`config.mk`:
```
export PLATFORM = sky130hd
export DESIGN_NAME = r22sdf_frame_ctrl
export DESIGN_NICKNAME = d
export VERILOG_FILES = /design/src/rtl/r22sdf_frame_ctrl.sv
export SDC_FILE = /design/constraint.sdc
export NUM_CORES = 1
export LEC_CHECK = 0
export CAP_MARGIN = 20
export CELL_PAD_IN_SITES_DETAIL_PLACEMENT = 0
export CELL_PAD_IN_SITES_GLOBAL_PLACEMENT = 2
export CORE_MARGIN = 2
export CORE_UTILIZATION = 25
export CTS_BUF_LIST = sky130_fd_sc_hd__clkbuf_4 sky130_fd_sc_hd__clkbuf_8 sky130_fd_sc_hd__clkbuf_16
export DETAILED_ROUTE_END_ITERATION = 10
export HOLD_SLACK_MARGIN = 0.15
export PLACE_DENSITY_LB_ADDON = 0.15
export SLEW_MARGIN = 10
export SYNTH_ARGS = -nofsm -noshare
export SYNTH_HDL_FRONTEND = slang
export SYNTH_SLANG_ARGS = --single-unit
export TNS_END_PERCENT = 10
```
`constraint.sdc`:
```
create_clock -name sys_clk -period 2.9 [get_ports sys_clk]
set_input_delay 0.435 -clock sys_clk [delete_from_list [all_inputs] [get_ports sys_clk]]
set_output_delay 0.435 -clock sys_clk [all_outputs]
set_load 0.1 [all_outputs]
```
`src/rtl/r22sdf_frame_ctrl.sv`:
```
// Frame sequencer for the 256-point R2^2 SDF FFT: sole driver of the core enable,
// inserts drain cycles after the last frame and tags core outputs with frame markers.
module r22sdf_frame_ctrl #(
   parameter int data_resolution = 16,
   parameter int fft_length      = 256,
   parameter int cnt_w           = 8,
   parameter int pipe_lat        = 255
) (
   input  logic                       sys_clk,
   input  logic                       sys_rst,
   input  logic                       cfg_start,
   input  logic [15:0]                cfg_frames,
   input  logic                       cfg_stop,
   input  logic                       s_valid,
   output logic                       s_ready,
   input  logic [data_resolution-1:0] s_din_r,
   input  logic [data_resolution-1:0] s_din_i,
   output logic                       fft_en,
   input  logic                       fft_rdy,
   output logic [data_resolution-1:0] fft_din_r,
   output logic [data_resolution-1:0] fft_din_i,
   input  logic [data_resolution-1:0] fft_dout_r,
   input  logic [data_resolution-1:0] fft_dout_i,
   output logic                       m_valid,
   output logic                       m_sop,
   output logic                       m_eop,
   output logic [cnt_w-1:0]           m_bin,
   output logic [data_resolution-1:0] m_dout_r,
   output logic [data_resolution-1:0] m_dout_i,
   output logic                       busy,
   output logic                       done
);
   localparam int lat_w = $clog2(pipe_lat + 1);
   localparam logic [lat_w-1:0] lat_max  = lat_w'(pipe_lat);
   localparam logic [cnt_w-1:0] cnt_last = cnt_w'(fft_length - 1);

   typedef enum logic [2:0] {IDLE, WAIT_RDY, RUN, FLUSH, DONE} state_t;

   state_t                     state_q, state_d;
   logic [15:0]                tgt_q, tgt_d;
   logic                       cont_q, cont_d;
   logic                       stop_pend_q, stop_pend_d;
   logic [cnt_w-1:0]           in_cnt_q, in_cnt_d;
   logic [cnt_w-1:0]           out_cnt_q, out_cnt_d;
   logic [lat_w-1:0]           lat_cnt_q, lat_cnt_d;
   logic [15:0]                frames_in_q, frames_in_d;
   logic [15:0]                frames_out_q, frames_out_d;
   logic                       m_valid_q, m_valid_d;
   logic                       m_sop_q, m_sop_d;
   logic                       m_eop_q, m_eop_d;
   logic [cnt_w-1:0]           m_bin_q, m_bin_d;
   logic [data_resolution-1:0] m_dout_r_q, m_dout_r_d;
   logic [data_resolution-1:0] m_dout_i_q, m_dout_i_d;

   logic stop_now, hold_input, accept, capture, out_ok;
   logic [cnt_w-1:0] bin_rev;

   // Handshake and core enable; fft_din is left combinational because the core registers it.
   always_comb begin
      // NOTE: every comb output gets a default first, so no branch can leave one unassigned (latch).
      s_ready   = 1'b0;
      fft_en    = 1'b0;
      fft_din_r = '0;
      fft_din_i = '0;
      stop_now   = cont_q & (stop_pend_q | cfg_stop);
      hold_input = stop_now & (in_cnt_q == '0) & (frames_in_q != '0);
      out_ok     = ((state_q == RUN) & cont_q) | (frames_out_q != tgt_q);
      if (state_q == RUN) begin
         s_ready   = fft_rdy & ~hold_input;
         fft_en    = s_valid & s_ready;
         fft_din_r = s_din_r;
         fft_din_i = s_din_i;
      end else if (state_q == FLUSH) begin
         fft_en = fft_rdy & (frames_out_q != tgt_q);
      end
      accept  = s_valid & s_ready;
      capture = fft_en & (lat_cnt_q == lat_max) & out_ok;
      for (int b = 0; b < cnt_w; b++) bin_rev[b] = out_cnt_q[cnt_w-1-b];
   end

   always_comb begin
      state_d      = state_q;
      tgt_d        = tgt_q;
      cont_d       = cont_q;
      stop_pend_d  = stop_pend_q;
      in_cnt_d     = in_cnt_q;
      out_cnt_d    = out_cnt_q;
      lat_cnt_d    = lat_cnt_q;
      frames_in_d  = frames_in_q;
      frames_out_d = frames_out_q;
      m_valid_d    = 1'b0;
      m_sop_d      = 1'b0;
      m_eop_d      = 1'b0;
      m_bin_d      = m_bin_q;
      m_dout_r_d   = m_dout_r_q;
      m_dout_i_d   = m_dout_i_q;

      if (state_q == IDLE) begin
         in_cnt_d     = '0;
         out_cnt_d    = '0;
         lat_cnt_d    = '0;
         frames_in_d  = '0;
         frames_out_d = '0;
         stop_pend_d  = 1'b0;
      end
      if (accept) begin
         in_cnt_d = in_cnt_q + 1'b1;
         if (in_cnt_q == cnt_last) frames_in_d = frames_in_q + 16'd1;
      end
      if (fft_en && lat_cnt_q != lat_max) lat_cnt_d = lat_cnt_q + 1'b1;
      if (capture) begin
         out_cnt_d  = out_cnt_q + 1'b1;
         if (out_cnt_q == cnt_last) frames_out_d = frames_out_q + 16'd1;
         m_valid_d  = 1'b1;
         m_sop_d    = (out_cnt_q == '0);
         m_eop_d    = (out_cnt_q == cnt_last);
         m_bin_d    = bin_rev;
         m_dout_r_d = fft_dout_r;
         m_dout_i_d = fft_dout_i;
      end

      unique case (state_q)
         IDLE: if (cfg_start) begin
            state_d = WAIT_RDY;
            tgt_d   = cfg_frames;
            cont_d  = (cfg_frames == '0);
         end
         WAIT_RDY: if (fft_rdy) state_d = RUN;
         RUN: begin
            if (cfg_stop && cont_q) stop_pend_d = 1'b1;
            // Continuous mode fixes the output target at the moment input ends.
            if (hold_input) begin
               state_d = FLUSH;
               tgt_d   = frames_in_q;
            end else if (accept && in_cnt_q == cnt_last &&
                         (cont_q ? stop_now : (frames_in_d == tgt_q))) begin
               state_d = FLUSH;
               if (cont_q) tgt_d = frames_in_d;
            end
         end
         FLUSH: if (frames_out_q == tgt_q) state_d = DONE;
         DONE: state_d = IDLE;
         default: state_d = IDLE;
      endcase
   end

   // NOTE: sequential state uses <= so every flop samples the same pre-edge values.
   always_ff @(posedge sys_clk) begin
      if (sys_rst) begin
         state_q      <= IDLE;
         tgt_q        <= '0;
         cont_q       <= 1'b0;
         stop_pend_q  <= 1'b0;
         in_cnt_q     <= '0;
         out_cnt_q    <= '0;
         lat_cnt_q    <= '0;
         frames_in_q  <= '0;
         frames_out_q <= '0;
         m_valid_q    <= 1'b0;
         m_sop_q      <= 1'b0;
         m_eop_q      <= 1'b0;
         m_bin_q      <= '0;
         m_dout_r_q   <= '0;
         m_dout_i_q   <= '0;
      end else begin
         state_q      <= state_d;
         tgt_q        <= tgt_d;
         cont_q       <= cont_d;
         stop_pend_q  <= stop_pend_d;
         in_cnt_q     <= in_cnt_d;
         out_cnt_q    <= out_cnt_d;
         lat_cnt_q    <= lat_cnt_d;
         frames_in_q  <= frames_in_d;
         frames_out_q <= frames_out_d;
         m_valid_q    <= m_valid_d;
         m_sop_q      <= m_sop_d;
         m_eop_q      <= m_eop_d;
         m_bin_q      <= m_bin_d;
         m_dout_r_q   <= m_dout_r_d;
         m_dout_i_q   <= m_dout_i_d;
      end
   end

   assign m_valid  = m_valid_q;
   assign m_sop    = m_sop_q;
   assign m_eop    = m_eop_q;
   assign m_bin    = m_bin_q;
   assign m_dout_r = m_dout_r_q;
   assign m_dout_i = m_dout_i_q;
   assign busy     = (state_q != IDLE);
   assign done     = (state_q == DONE);
endmodule

```
Word-level counts from Yosys, hierarchy flattened:

Index checks and enable logic that the tools add are counted.

* bits in registers: 120
* output and inout bits: 79

* $add $sub $neg: 5
* equality and inequality tests: 16
* mux-type cells: 31
* bitwise operators: 14
* reduce and logical (&&, ||, !) cells: 18

Operator list (number)
* $mux W16: 12
* $add A16 B1 Y16 const B: 2
* $eq A16 B16 Y1: 2
* $mux W8: 4
* $pmux W16 S2: 1
* $add A8 B1 Y8 const B: 3
* $eq A8 B8 Y1 const B: 3
* $logic_not A16 Y1: 1
* $logic_not A8 Y1: 2
* $ne A16 B16 Y1: 1
* $reduce_bool A16 Y1: 1
* $mux W3: 5
* $pmux W3 S4: 1
* $and A1 B1 Y1: 10
* $mux W1: 8
* $ne A8 B8 Y1 const B: 1
* $reduce_and A4 Y1: 2
* $reduce_bool A2 Y1: 4
* $eq A3 B2 Y1 const B: 2
* $logic_and A1 B1 Y1: 4
* $ne A2 B2 Y1 const B: 2
* $eq A3 B1 Y1 const B: 1
* $eq A3 B3 Y1 const B: 1
* $logic_not A3 Y1: 1
* 8 further kinds: 10

Longest topological paths before layout:

* word-level depth: 15
* mapped depth: 12

Least setup slack after synthesis:

OpenSTA, ideal clock, no wires.

* path type: reg-to-reg
* start point: register in_cnt_q[0]
* end point: register state_q[0]
* data arrival time: 2700 ps
* required time: 2826 ps
* setup slack: 125 ps
* stages on the path, launching flop included: 12
* buffers on the path: 2
* clock period less this slack: 2775 ps
* path through: dfxtp_1 -> ha_1 -> and4_1 -> clkbuf_1 -> and4_1 -> buf_2 -> mux2_2 -> and3_1 -> nor4b_1 -> o2111ai_1 -> or4_1 -> a31oi_1

* word-level cells in the longest chain between the ends: 13
* elaborated cells on any way between the ends: 18
* classes of those cells: eq/ne: 3; mux: 6; bitwise: 5; reduce/logical: 4

RTL lines
* start: declaration: RTL line 43 `logic [cnt_w-1:0] in_cnt_q, in_cnt_d;`
* start signal: assignment: RTL line 170 `in_cnt_q <= in_cnt_d;`
* $logic_not A8 Y1: RTL line 66 `hold_input = stop_now & (in_cnt_q == '0) & (frames_in_q != '0);`
* $and A1 B1 Y1 (2 in series): RTL line 66
* $not A1 Y1: RTL line 69 `s_ready = fft_rdy & ~hold_input;`
* $and A1 B1 Y1: RTL line 69
* $mux W1: RTL line 68 `if (state_q == RUN) begin`
* $and A1 B1 Y1: RTL line 76 `accept = s_valid & s_ready;`
* $mux W16: RTL line 106 `if (accept) begin`
* $eq A16 B16 Y1: RTL line 136 `(cont_q ? stop_now : (frames_in_d == tgt_q))) begin`
* $mux W1: RTL line 136
* $logic_and A1 B1 Y1: RTL line 135 `end else if (accept && in_cnt_q == cnt_last &&`
* $ne A3 B2 Y1 (no source line)
* $reduce_and A4 Y1 (no source line)
* end signal: assignment: RTL line 166 `state_q <= state_d;`
* end: declaration: RTL line 39 `state_t state_q, state_d;`

Several ways; a longest one is shown, not always the timed one.
A chain may end at the register's enable or synchronous reset.

Final worst setup path:

* start point: input fft_rdy
* end point: register state_q[0]

* word-level cells in the longest chain between the ends: 9
* elaborated cells on any way between the ends: 11
* classes of those cells: eq/ne: 3; mux: 3; bitwise: 2; reduce/logical: 3

RTL lines
* start: declaration: RTL line 19 `input logic fft_rdy,`
* $and A1 B1 Y1: RTL line 69
* $mux W1: RTL line 68
* $and A1 B1 Y1: RTL line 76
* $mux W16: RTL line 106
* $eq A16 B16 Y1: RTL line 136
* $mux W1: RTL line 136
* $logic_and A1 B1 Y1: RTL line 135
* $ne A3 B2 Y1 (no source line)
* $reduce_and A4 Y1 (no source line) *

Every way passes the cells marked *; elsewhere a longest branch is shown, timed or not.

==> out/qor.yml <==
diodes: 0
synth_fa_ha_area_frac: 0.0148
worstPathRequired_ps: 3240
max_clock_freq_mhz: 353
clock_skew_ps: 16.3
ys_seq_area_frac: 0.356
cts.sinks: 120
overflow: 0
clkSlewWorstSetupHoldPaths_ps: 60
syn-num-nets: 1007
rsz0062_at_grt: "true"
die_area_um2: 28300
cts_tree: "built"
grtUsageTotal: 0.186
io_pins: 165
cellPowerDensity_nw_per_um2: 500
dp.cells: 1472
synth_edf_count: 0
report.final.slew_viol_count: 0
gp_congestion: 0.871
place_ws_ps: -419
grt_pass1_vias: 7054
synthXorXnorAreaFrac: 0.0389
yosys.area_share.simple: 0.323
whs_endpoint: "m_dout_i[1]$_SDFFE_PP0P_"
nets: 1246
mostFrequentLayoutCell: "buf_4"
vias_per_cell: 4.98
synth_area_per_cell_um2: 7.40
rrSetupSlack_ps: 80
crit_fanout: 9
cp_slowest_stage_delay_ps: 490
cts_buffers: 17
wl_per_cell_um: 17.7
p_leak_uw: 0.00407
drc: 0
post-dp-hpwl_mm: 19.9
yosys_warnings: 0
start_util: 0.253
relSlewSlack: 0.551
critPathTopFamily: "simple AND/OR/NAND/NOR gates"
cp_slowest_cell: "or4_1"
drtAntennaViolNets: 0
drv_cap: 0
core_um2: 26700
path_cells: "clkdlybuf4s50_1 -> and4bb_2 -> buf_4 -> nand4_1 -> buf_6 -> buf_4 -> nand4b_1 -> o311ai_1 -> nor4_1 -> nand4_1 -> or4_1 -> a31oi_1"
syn2layout_area_growth_pct: 54.8
crit_buf_inv: 4
synth_top_flop_cell: "dfxtp_1"
r2r.worst_path.cells: 12
num_vias: 7504
synth_cells: 913
synthTopCellsByArea: "dfxtp_1, a21oi_1, nand2_1, and3_1, nor2_1"
r2r_start: "in_cnt_q[0]$_SDFFE_PP0P_"
min_path_cells: 2
synthArstFlopShare: 0
end_kind: "flip-flop"
fin_ws_ps: 66.9
critPathLaunchType: "input pin"
synthMuxAreaShare: 0.0143
period_minus_slack_ps: 2830
final_util: 0.391
drive_above_1_share: 0.235
synth_top_area_frac: 0.356
grt_antenna_before_repair: 0
setup_tns_ps: 0
root_buffer: "clkbuf_16"
min_period_over_period: 0.977
finalSetupViolations: 0
r2r-end: "state_q[0]$_SDFFE_PP0P_"
grt_max_degree: 53
rows: 60
ir_drop_mv: 0.291
worst_pin_slew_ps: 673
hold_viol: 0
clock_latency_ps: 420
grt_first_pass_wirelength_mm: 41.2
clk_path_buf_depth: 2
synth_area_um2: 6750
synth_top_family_by_area: "simple AND/OR/NAND/NOR gates"
h-tree-depth: 4
hold_class: "reg -> reg"
final_cell_mix: "buf_4, nand2_1, a21oi_1"
ys_seq_elements: 120
crit_type: "in -> reg"
synthDistinctLibCells: 67
hp-start: "m_dout_i[1]$_SDFFE_PP0P_"
synth_top_area_cell: "dfxtp_1"
drt-total-wl_mm: 26.7
die-height_um: 168
crit_arrival_ps: 3170
outcome: "finished clean"
stdcell_count: 1506
synth_compound_area_frac: 0.201
numPortBuffers: 164
dr.pass1.iters: 5
die_w_um: 168
ctsHoldBuffers: 0
drt-initial-drc-count: 499
==> cells by family after synthesis <==
group	after synthesis
AO/OA/AOI/OAI	228
XOR/XNOR	30
adder cells (fa/ha/maj)	8
buffers and inverters	87
flip-flops	120
multiplexers	9
AND/OR/NAND/NOR	431
==> area by class of cell <==
class / instances / area (um^2)
Inverter: 20 / 75.1
Tap cell: 341 / 427
Sequential cell: 120 / 2410
Clock inverter: 15 / 178
Fill cell: 2759 / 16300
Clock buffer: 17 / 425
Multi-Input combinational cell: 706 / 4100
Timing Repair Buffer: 287 / 2840
==> synthesized netlist by cell type (6+ instances only) <==
cell type    n
ha_1         8
inv_1       19
nor4_1      14
and2_1       6
nor2b_1      6
nor3_1      24
a21oi_1    119
or3_1       15
nand2b_1     7
nand2_1    135
a211oi_1     9
dfxtp_1    120
or4_1        7
a31oi_1      8
o21ai_0     33
xnor2_1     10
nand3_1     42
xor2_1      20
clkbuf_1    55
nand4_1     14
o211ai_1    19
and3_1      55
nand3b_1    12
nor2_1      72
buf_2        7
==> flip-flops by register name, summed over array words and instances, names as in the netlist <==
register	count
frames_in_q	16
frames_out_q	16
m_dout_i	16
m_dout_r	16
tgt_q	16
in_cnt_q	8
lat_cnt_q	8
m_bin	8
out_cnt_q	8
state_q	3
cont_q	1
m_eop	1
m_sop	1
m_valid	1
stop_pend_q	1
==> routing by layer <==
metal / up-vias / global-route usage / wire length [um]
met5: - / 0 / 0
li1: 3760 / - / -
met1: 3508 / 0.260 / 12900
met2: 197 / 0.293 / 12100
met3: 39 / 0.0294 / 1070
met4: 0 / 0.0607 / 606
==> tightest hold or removal path, cell delays in order, from the launching register on <==
cell	delay, ps
dfxtp_1	310
nand2_1	50
a21oi_1	50
==> power breakdown <==
part           total [uW]  internal [uW]  switching (uW)  leakage [uW]
registers            1740           1690            49.5      0.000971
logic                1260            507             756       0.00281
clock network        2230           1300             923      0.000288
==> how the worst max path moves through the flow <==
stage / start / endpoint / cells past startpoint
floorplan: in_cnt_q[0]$_SDFFE_PP0P_ / state_q[0]$_SDFFE_PP0P_ / 11
global placement: fft_rdy / state_q[0]$_SDFFE_PP0P_ / 10
detailed placement: fft_rdy / state_q[0]$_SDFFE_PP0P_ / 10
CTS: in_cnt_q[1]$_SDFFE_PP0P_ / state_q[0]$_SDFFE_PP0P_ / 10
global route: in_cnt_q[1]$_SDFFE_PP0P_ / state_q[0]$_SDFFE_PP0P_ / 12
finish: fft_rdy / state_q[0]$_SDFFE_PP0P_ / 12
==> what timing repair did <==
action	4_1_cts	5_1_grt
setup buffers	0	2
gates resized for setup	7	18
endpoints found under the hold margin	0	0
endpoints found under the setup margin	7	13
pin swaps	2	7
==> per-stage QoR <==
step | hold WS (ps) | cell area (um^2) | power, uW
3_3_place_gp | 444 | 9750 | 3040
3_5_place_dp | 448 | 9750 | 3020
2_1_floorplan | 454 | 6750 | 2420
6_report | 455 | 10500 | 5220
4_1_cts | 457 | 10400 | 5280
5_1_grt | 475 | 10500 | 5440
No activity file was read; power rests on OpenSTA's default activity.
